`config.mk`:
```
export PLATFORM = sky130hd
export DESIGN_NAME = stack_sequencer
export DESIGN_NICKNAME = d
export VERILOG_FILES = /design/src/rtl/stack_sequencer.sv
export SDC_FILE = /design/constraint.sdc
export NUM_CORES = 1
export LEC_CHECK = 0
export ABC_AREA = 1
export CAP_MARGIN = 20
export CORE_MARGIN = 4
export CORE_UTILIZATION = 50
export DETAILED_ROUTE_END_ITERATION = 10
export PLACE_DENSITY = 0.85
export SYNTH_ARGS = -nofsm -noshare
export SYNTH_HDL_FRONTEND = slang
export SYNTH_SLANG_ARGS = --single-unit
```
`constraint.sdc`:
```
create_clock -name clk_1 -period 2.2 [get_ports clk_1]
set_input_delay 0.44 -clock clk_1 [delete_from_list [all_inputs] [get_ports clk_1]]
set_output_delay 0.44 -clock clk_1 [all_outputs]
set_load 0.05 [all_outputs]
```
`src/rtl/stack_sequencer.sv`:
```
`default_nettype none
// +----------------------------------------------------------------------+
// | stack_sequencer: byte-serial push/pop engine for a page-0x01 stack.  |
// | Revision 1.0                                                         |
// +----------------------------------------------------------------------+
module stack_sequencer (
  input  logic        clk_1,
  input  logic        rst,
  input  logic        cmd_valid,
  input  logic        cmd_push,
  input  logic [1:0]  cmd_len,
  output logic        cmd_ready,
  input  logic [23:0] push_data,
  input  logic [7:0]  sp_in,
  output logic [7:0]  sp_out,
  output logic        sp_we,
  output logic [23:0] pop_data,
  output logic        pop_valid,
  output logic        sp_wrap,
  output logic        mem_req,
  output logic        mem_we,
  output logic [15:0] mem_addr,
  output logic [7:0]  mem_wdata,
  input  logic [7:0]  mem_rdata,
  input  logic        mem_ack
);

  typedef enum logic [1:0] {
    S_IDLE = 2'd0,
    S_XFER = 2'd1,
    S_DONE = 2'd2
  } state_t;

  state_t      state_q, state_d;
  logic [7:0]  sp_q, sp_d;
  logic [1:0]  rem_q, rem_d;
  logic [1:0]  idx_q, idx_d;
  logic        push_q, push_d;
  logic [23:0] wdata_q, wdata_d;
  logic [23:0] buf_q, buf_d;
  logic [23:0] pop_data_q, pop_data_d;
  logic        wrap_q, wrap_d;
  logic [7:0]  sp_out_q, sp_out_d;
  logic [7:0]  sp_inc, sp_dec;

  assign sp_inc = sp_q + 8'd1;
  assign sp_dec = sp_q - 8'd1;

  always_ff @(posedge clk_1) begin
    if (rst) begin
      state_q    <= S_IDLE;
      sp_q       <= 8'h00;
      rem_q      <= 2'd0;
      idx_q      <= 2'd0;
      push_q     <= 1'b0;
      wdata_q    <= 24'h0;
      buf_q      <= 24'h0;
      pop_data_q <= 24'h0;
      wrap_q     <= 1'b0;
      sp_out_q   <= 8'h00;
    end else begin
      state_q    <= state_d;
      sp_q       <= sp_d;
      rem_q      <= rem_d;
      idx_q      <= idx_d;
      push_q     <= push_d;
      wdata_q    <= wdata_d;
      buf_q      <= buf_d;
      pop_data_q <= pop_data_d;
      wrap_q     <= wrap_d;
      sp_out_q   <= sp_out_d;
    end
  end

  always_comb begin
    state_d    = state_q;
    sp_d       = sp_q;
    rem_d      = rem_q;
    idx_d      = idx_q;
    push_d     = push_q;
    wdata_d    = wdata_q;
    buf_d      = buf_q;
    pop_data_d = pop_data_q;
    wrap_d     = wrap_q;
    sp_out_d   = sp_out_q;
    case (state_q)
      S_IDLE: begin
        if (cmd_valid && (cmd_len != 2'd0)) begin
          state_d = S_XFER;
          sp_d    = sp_in;
          rem_d   = cmd_len;
          idx_d   = 2'd0;
          push_d  = cmd_push;
          wdata_d = push_data;
          buf_d   = 24'h0;
          wrap_d  = 1'b0;
        end
      end
      S_XFER: begin
        if (mem_ack) begin
          // Push data shifts down so the current byte always sits in [7:0].
          if (push_q) begin
            sp_d    = sp_dec;
            wdata_d = {8'h00, wdata_q[23:8]};
            if (sp_q == 8'h00) wrap_d = 1'b1;
          end else begin
            sp_d = sp_inc;
            buf_d[{idx_q, 3'b000} +: 8] = mem_rdata;
            if (sp_q == 8'hFF) wrap_d = 1'b1;
          end
          idx_d = idx_q + 2'd1;
          rem_d = rem_q - 2'd1;
          if (rem_q == 2'd1) begin
            state_d  = S_DONE;
            sp_out_d = sp_d;
            if (!push_q) pop_data_d = buf_d;
          end
        end
      end
      S_DONE:  state_d = S_IDLE;
      default: state_d = S_IDLE;
    endcase
  end

  assign cmd_ready = (state_q == S_IDLE);
  assign mem_req   = (state_q == S_XFER);
  assign mem_we    = mem_req & push_q;
  assign mem_addr  = mem_req ? {8'h01, (push_q ? sp_q : sp_inc)} : 16'h0000;
  assign mem_wdata = mem_we ? wdata_q[7:0] : 8'h00;
  assign sp_we     = (state_q == S_DONE);
  assign sp_out    = sp_out_q;
  assign sp_wrap   = sp_we & wrap_q;
  assign pop_valid = sp_we & ~push_q;
  assign pop_data  = pop_data_q;

endmodule
`default_nettype wire

```
# Yosys cells after proc, flatten, opt, wreduce, memory -nomap -nowiden
# Index checks and enable logic that the tools add are counted.
[word_totals]
regBits = 96
input_bits = 47
out_inout_bits = 62
elab_cells = 75
[classes]
add_sub_neg = 5
n_eq_ne = 10
shifts = 2
n_mux = 32
bitwise_logic = 4
n_reduce_logical = 12
[ops]
columns = ["operator", "n"]
rows = [
  ["two-way mux 24 bit", 6],
  ["one-hot mux 24 bit (2 select lines)", 2],
  ["two-way mux 8 bit", 5],
  ["bitwise mux 24 bit", 1],
  ["variable shift 8 x 7 -> 24 bit (first input constant)", 1],
  ["indexed part select 8 x 7 -> 24 bit", 1],
  ["one-hot mux 8 bit (2 select lines)", 1],
  ["two-way mux 2 bit", 7],
  ["one-hot mux 2 bit (2 select lines)", 3],
  ["two-way mux 9 bit", 1],
  ["AND reduction 3 bit", 3],
  ["adder 8 x 1 -> 8 bit (second input constant)", 1],
  ["== test 8 bit (second input constant)", 1],
  ["zero test 8 bit", 1],
  ["!= test 2 x 1 -> 1 bit (second input constant)", 4],
  ["AND reduction 4 bit", 2],
  ["subtractor 8 x 1 -> 8 bit (second input constant)", 1],
  ["negator 5 -> 7 bit", 1],
  ["two-way mux 1 bit", 5],
  ["AND reduction 5 bit", 1],
  ["== test 2 x 1 -> 1 bit (second input constant)", 2],
  ["nonzero test 2 bit", 2],
  ["AND 1 bit", 3],
  ["!= test 3 x 1 -> 1 bit (second input constant)", 1],
  ["9 further kinds", 9],
]

# Longest topological paths before layout
[depth]
ltp_word = 6
depth_mapped = 12
mapped_depth_nobuf = 10

# Worst setup path before layout
# OpenSTA, ideal clock, no wires.
[synth_path]
path_kind = "register -> output"
from = "register state_q[1]"
to = "output port mem_addr[1]"
arrival_ns = 2.559
required_ns = 1.760
setup_slack_ns = -0.799
stages_incl_launch_ff = 7
n_path_buf = 1
cell_sequence = "dfxtp_1 > inv_1 > nand2_1 > buf_6 > nor2_1 > inv_1 > o21ai_0"
[synth_via]
elab_chain_cells = 2
[synth_rtl]
columns = ["element", "line_no", "text"]
rows = [
  ["start, declared", "34", "state_t state_q, state_d;"],
  ["start signal, assigned", "62", "state_q <= state_d;"],
  ["== test 2 x 1 -> 1 bit", "126", "assign mem_req = (state_q == S_XFER);"],
  ["two-way mux 9 bit", "128", "assign mem_addr = mem_req ? {8'h01, (push_q ? sp_q : sp_inc)} : 16'h0000;"],
  ["end, declared", "22", "output logic [15:0] mem_addr,"],
]
# No other way between the ends.

# Worst setup path after layout
[layout_path]
from = "register push_q"
to = "output port mem_addr[1]"
[layout_via]
elab_chain_cells = 2
[layout_rtl]
columns = ["element", "line_no", "text"]
rows = [
  ["start, declared", "38", "logic push_q, push_d;"],
  ["start signal, assigned", "66", "push_q <= push_d;"],
  ["two-way mux 8 bit", "128", ""],
  ["two-way mux 9 bit", "128", ""],
]
# No other way between the ends.

==> summary.txt <==
Worst Path Required = 1.76 ns
Comb power frac = 26.6%
Peak Freq = 465.7 MHz
drt drc = 0
Worst setup EP type = output pin
run status = completed
worst path arrival time = 1.71 ns
Initial Util = 52.43%
Mean Syn Cell Area = 7.051 sq um
initial DRC count = 254
fin nets = 846
flop and latch count out of synthesis = 96
total gr overflow = 0
Peak VDD IR = 0.3843 mV
first-pass GRT wire length = 22.11 mm
DP Area = 6245 sq um
worst-path maximum fanout = 13
Die Y = 107.4 um
Setup Viol. Count Final = 0
Die W = 107.4 um
Hold WS = 0.4670 ns
register-to-register setup slack = 0.24 ns
Area Overhead vs Synth = 33.28%
ant diodes = 0
top cell type's share of synthesized area = 38.94%
Clock transition at path regs = 0.10 ns
hold depth = 2
Max-Cap Viols = 0
synthesized cell area = 4936 sq um
root buffer cell = clkbuf_8
Setup CP Type = flop to output pin
Worst-Skew Late Latency = 0.38 ns
Commonest cells post-synth = nand2_1 (172), dfxtp_1 (96), inv_1 (64)
fin crit share = 97.60%
Placed Instances = 902
sw frac = 34.81%
pin count of the biggest net entering global routing = 53
Leak Pwr = 0.002793 uW
synth unique cells = 42
Post-Synthesis Cells = 700
R2R Path End = buf_q[12]$_SDFFE_PP0P_
TritonCTS Buffers = 9
initial antenna violation count = 0
clk buf depth = 2
Post-synth EDFFs = 0
area of the multi-input gates = 2592 sq um
share of layout cells above drive strength 1 = 16.62%
count leader, synth = nand2_1
fin area = 6579 sq um
GRT Total Usage = 23.36%
Util after Layout = 69.87%
clock share of power = 28.8%
sequential fraction of the synthesis area = 38.94%
Hold Crit Class = flop to flop
area of the die = 11530 sq um
RePlAce Congestion = 0.9125
I/O pin count = 109
via count = 4992
R2R depth = 7
fill count = 759
cts hold-fix bufs = 0
Async SR Flop Fraction = 0%
Synth area leaders = dfxtp_1 (39%), nand2_1 (13%), a21oi_1 (5.4%), inv_1 (4.9%), nand3_1 (4.7%)
fin crit period = 2.147 ns
CTS sink cnt = 96
final non-filler cell total = 923
vias per cell = 5.408
post-DR wirelength/cell = 14.96 um
number of port buffers = 101
Setup Skew = 0.01360 ns
final hold violation count = 0
TNS Setup = 0 ns
post-DP HPWL = 9.927 mm
ys flop type = dfxtp_1
R2R Path Start = idx_q[0]$_SDFFE_PP0P_
P_sw = 1485 uW
Initial DRT Pass Iterations = 5
htree depth = 3
Internal = 2780 uW
Post-Route WL = 13.81 mm
vias in the first global route = 4697
Slew headroom = 63.89%
largest area contributor in the netlist = dfxtp_1
Sequential Power Share = 44.5%
Slew @ Worst Pin = 0.5417 ns
Sequential Area = 1942 sq um
DRT antenna net count = 0
HP Start = wdata_q[8]$_SDFFE_PP0P_
total core area = 9415 sq um
warnings from Yosys = 0
critical path startpoint category = flop
Rows = 35
Pins Over Slew Limit = 0
power per cell area = 648.3 nW/um^2
Hold Path Sink = wdata_q[8]$_SDFFE_PP0P_
CTS tree = built
## placed cells by master (no fill, tap or decap), drive strengths merged
cell type | netlist | layout
clkdlybuf4s50 | 0 | 77
a31oi | 10 | 10
a21oi | 63 | 63
nor3 | 3 | 3
o211ai | 4 | 4
clkbuf | 17 | 9
inv | 74 | 75
nor2 | 63 | 63
clkinvlp | 0 | 3
nand3 | 46 | 46
a22o | 7 | 7
o211a | 1 | 1
a211oi | 2 | 2
bufinv | 0 | 1
conb | 1 | 7
a22oi | 1 | 1
nand2 | 177 | 177
o21ai | 73 | 73
ha | 10 | 10
o22ai | 2 | 2
nand4 | 10 | 10
o21bai | 1 | 1
dlymetal6s2s | 0 | 1
o21a | 2 | 2
buf | 30 | 41
xor2 | 2 | 2
dfxtp | 96 | 96
xnor2 | 1 | 1
clkinv | 1 | 3
a21boi | 1 | 1
or2 | 2 | 2
## state kept, by name (all words and copies together), names as in the netlist
register and flops:
state_q 2, wdata_q 24, idx_q 2, wrap_q 1, push_q 1, buf_q 24, sp_q 8, sp_out 8
pop_data 24, rem_q 2
## routing by layer
| layer | part of all wire [%] | GRT usage, % |
|---|---|---|
| met1 | 41 | 28.91 |
| met5 | 0 | 0 |
| met2 | 49 | 39.28 |
| met3 | 8.2 | 5.519 |
| met4 | 2.2 | 9.107 |
## timing repair
action | CTS | global route
pin swaps | 3 | 3
endpoints found under the hold margin | 0 | 0
gates resized for setup | 11 | 20
buffers inserted | 2 | 3
endpoints found under the setup margin | 15 | 24
## per-stage QoR
stage | setup slack, ns | power [uW]
5_1_grt | -0.03115 | 4453
3_3_place_gp | 0.2345 | 2986
2_1_floorplan | 0.01739 | 2694
4_1_cts | 0.009894 | 4243
6_report | 0.05284 | 4265
3_5_place_dp | 0.1425 | 3022
## logic make-up after synthesis
kind of cell | Yosys count | synth area share, %
AOI/OAI and AO/OA | 167 | 19.80
xor gates and xnor gates | 3 | 0.5324
adders and majority gates | 10 | 2.535
buffers and inverters | 122 | 11.66
DFF | 96 | 38.94
other | 1 | 0.07597
and+or+nand+nor | 301 | 26.46
## layout make-up
class / count / area share [%]
clock buffers: 9 / 1.883
clock inverters: 7 / 1.369
inverters: 75 / 4.526
multi-input cells: 488 / 39.41
flip-flops and latches: 96 / 29.52
well taps: 129 / 2.453
repair buffers: 119 / 20.84
## power groups by stage
stage               combinational, uW  sequential, uW  clock (uW)
global route                     1240            1910        1310
global placement                 1060            1930           0
finish                           1140            1900        1230
detailed placement               1090            1930           0
CTS                              1100            1900        1240
floorplan                         740            1950           0
## how the worst max path moves through the flow
stage | end | depth (start not counted) | slack (ns) | from
floorplan | mem_addr[4] | 5 | 0.02 | sp_q[3]$_SDFFE_PP0P_
detailed placement | wdata_q[6]$_SDFFE_PP0P_ | 9 | 0.14 | cmd_len[0]
finish | mem_addr[1] | 6 | 0.05 | push_q$_SDFFE_PP0P_
global route | mem_addr[6] | 8 | -0.03 | sp_q[1]$_SDFFE_PP0P_
global placement | wdata_q[7]$_SDFFE_PP0P_ | 9 | 0.23 | cmd_len[0]
CTS | sp_we | 3 | 0.01 | state_q[1]$_SDFFE_PP0P_
## worst max-delay path, cell delays in order, from the launching register on
cell and delay, ns:
dfxtp_1 0.36, inv_2 0.15, nor2_4 0.17, clkinvlp_4 0.14, buf_12 0.15, o21ai_2 0.19, buf_12 0.17
No activity file was read; power rests on OpenSTA's default activity.
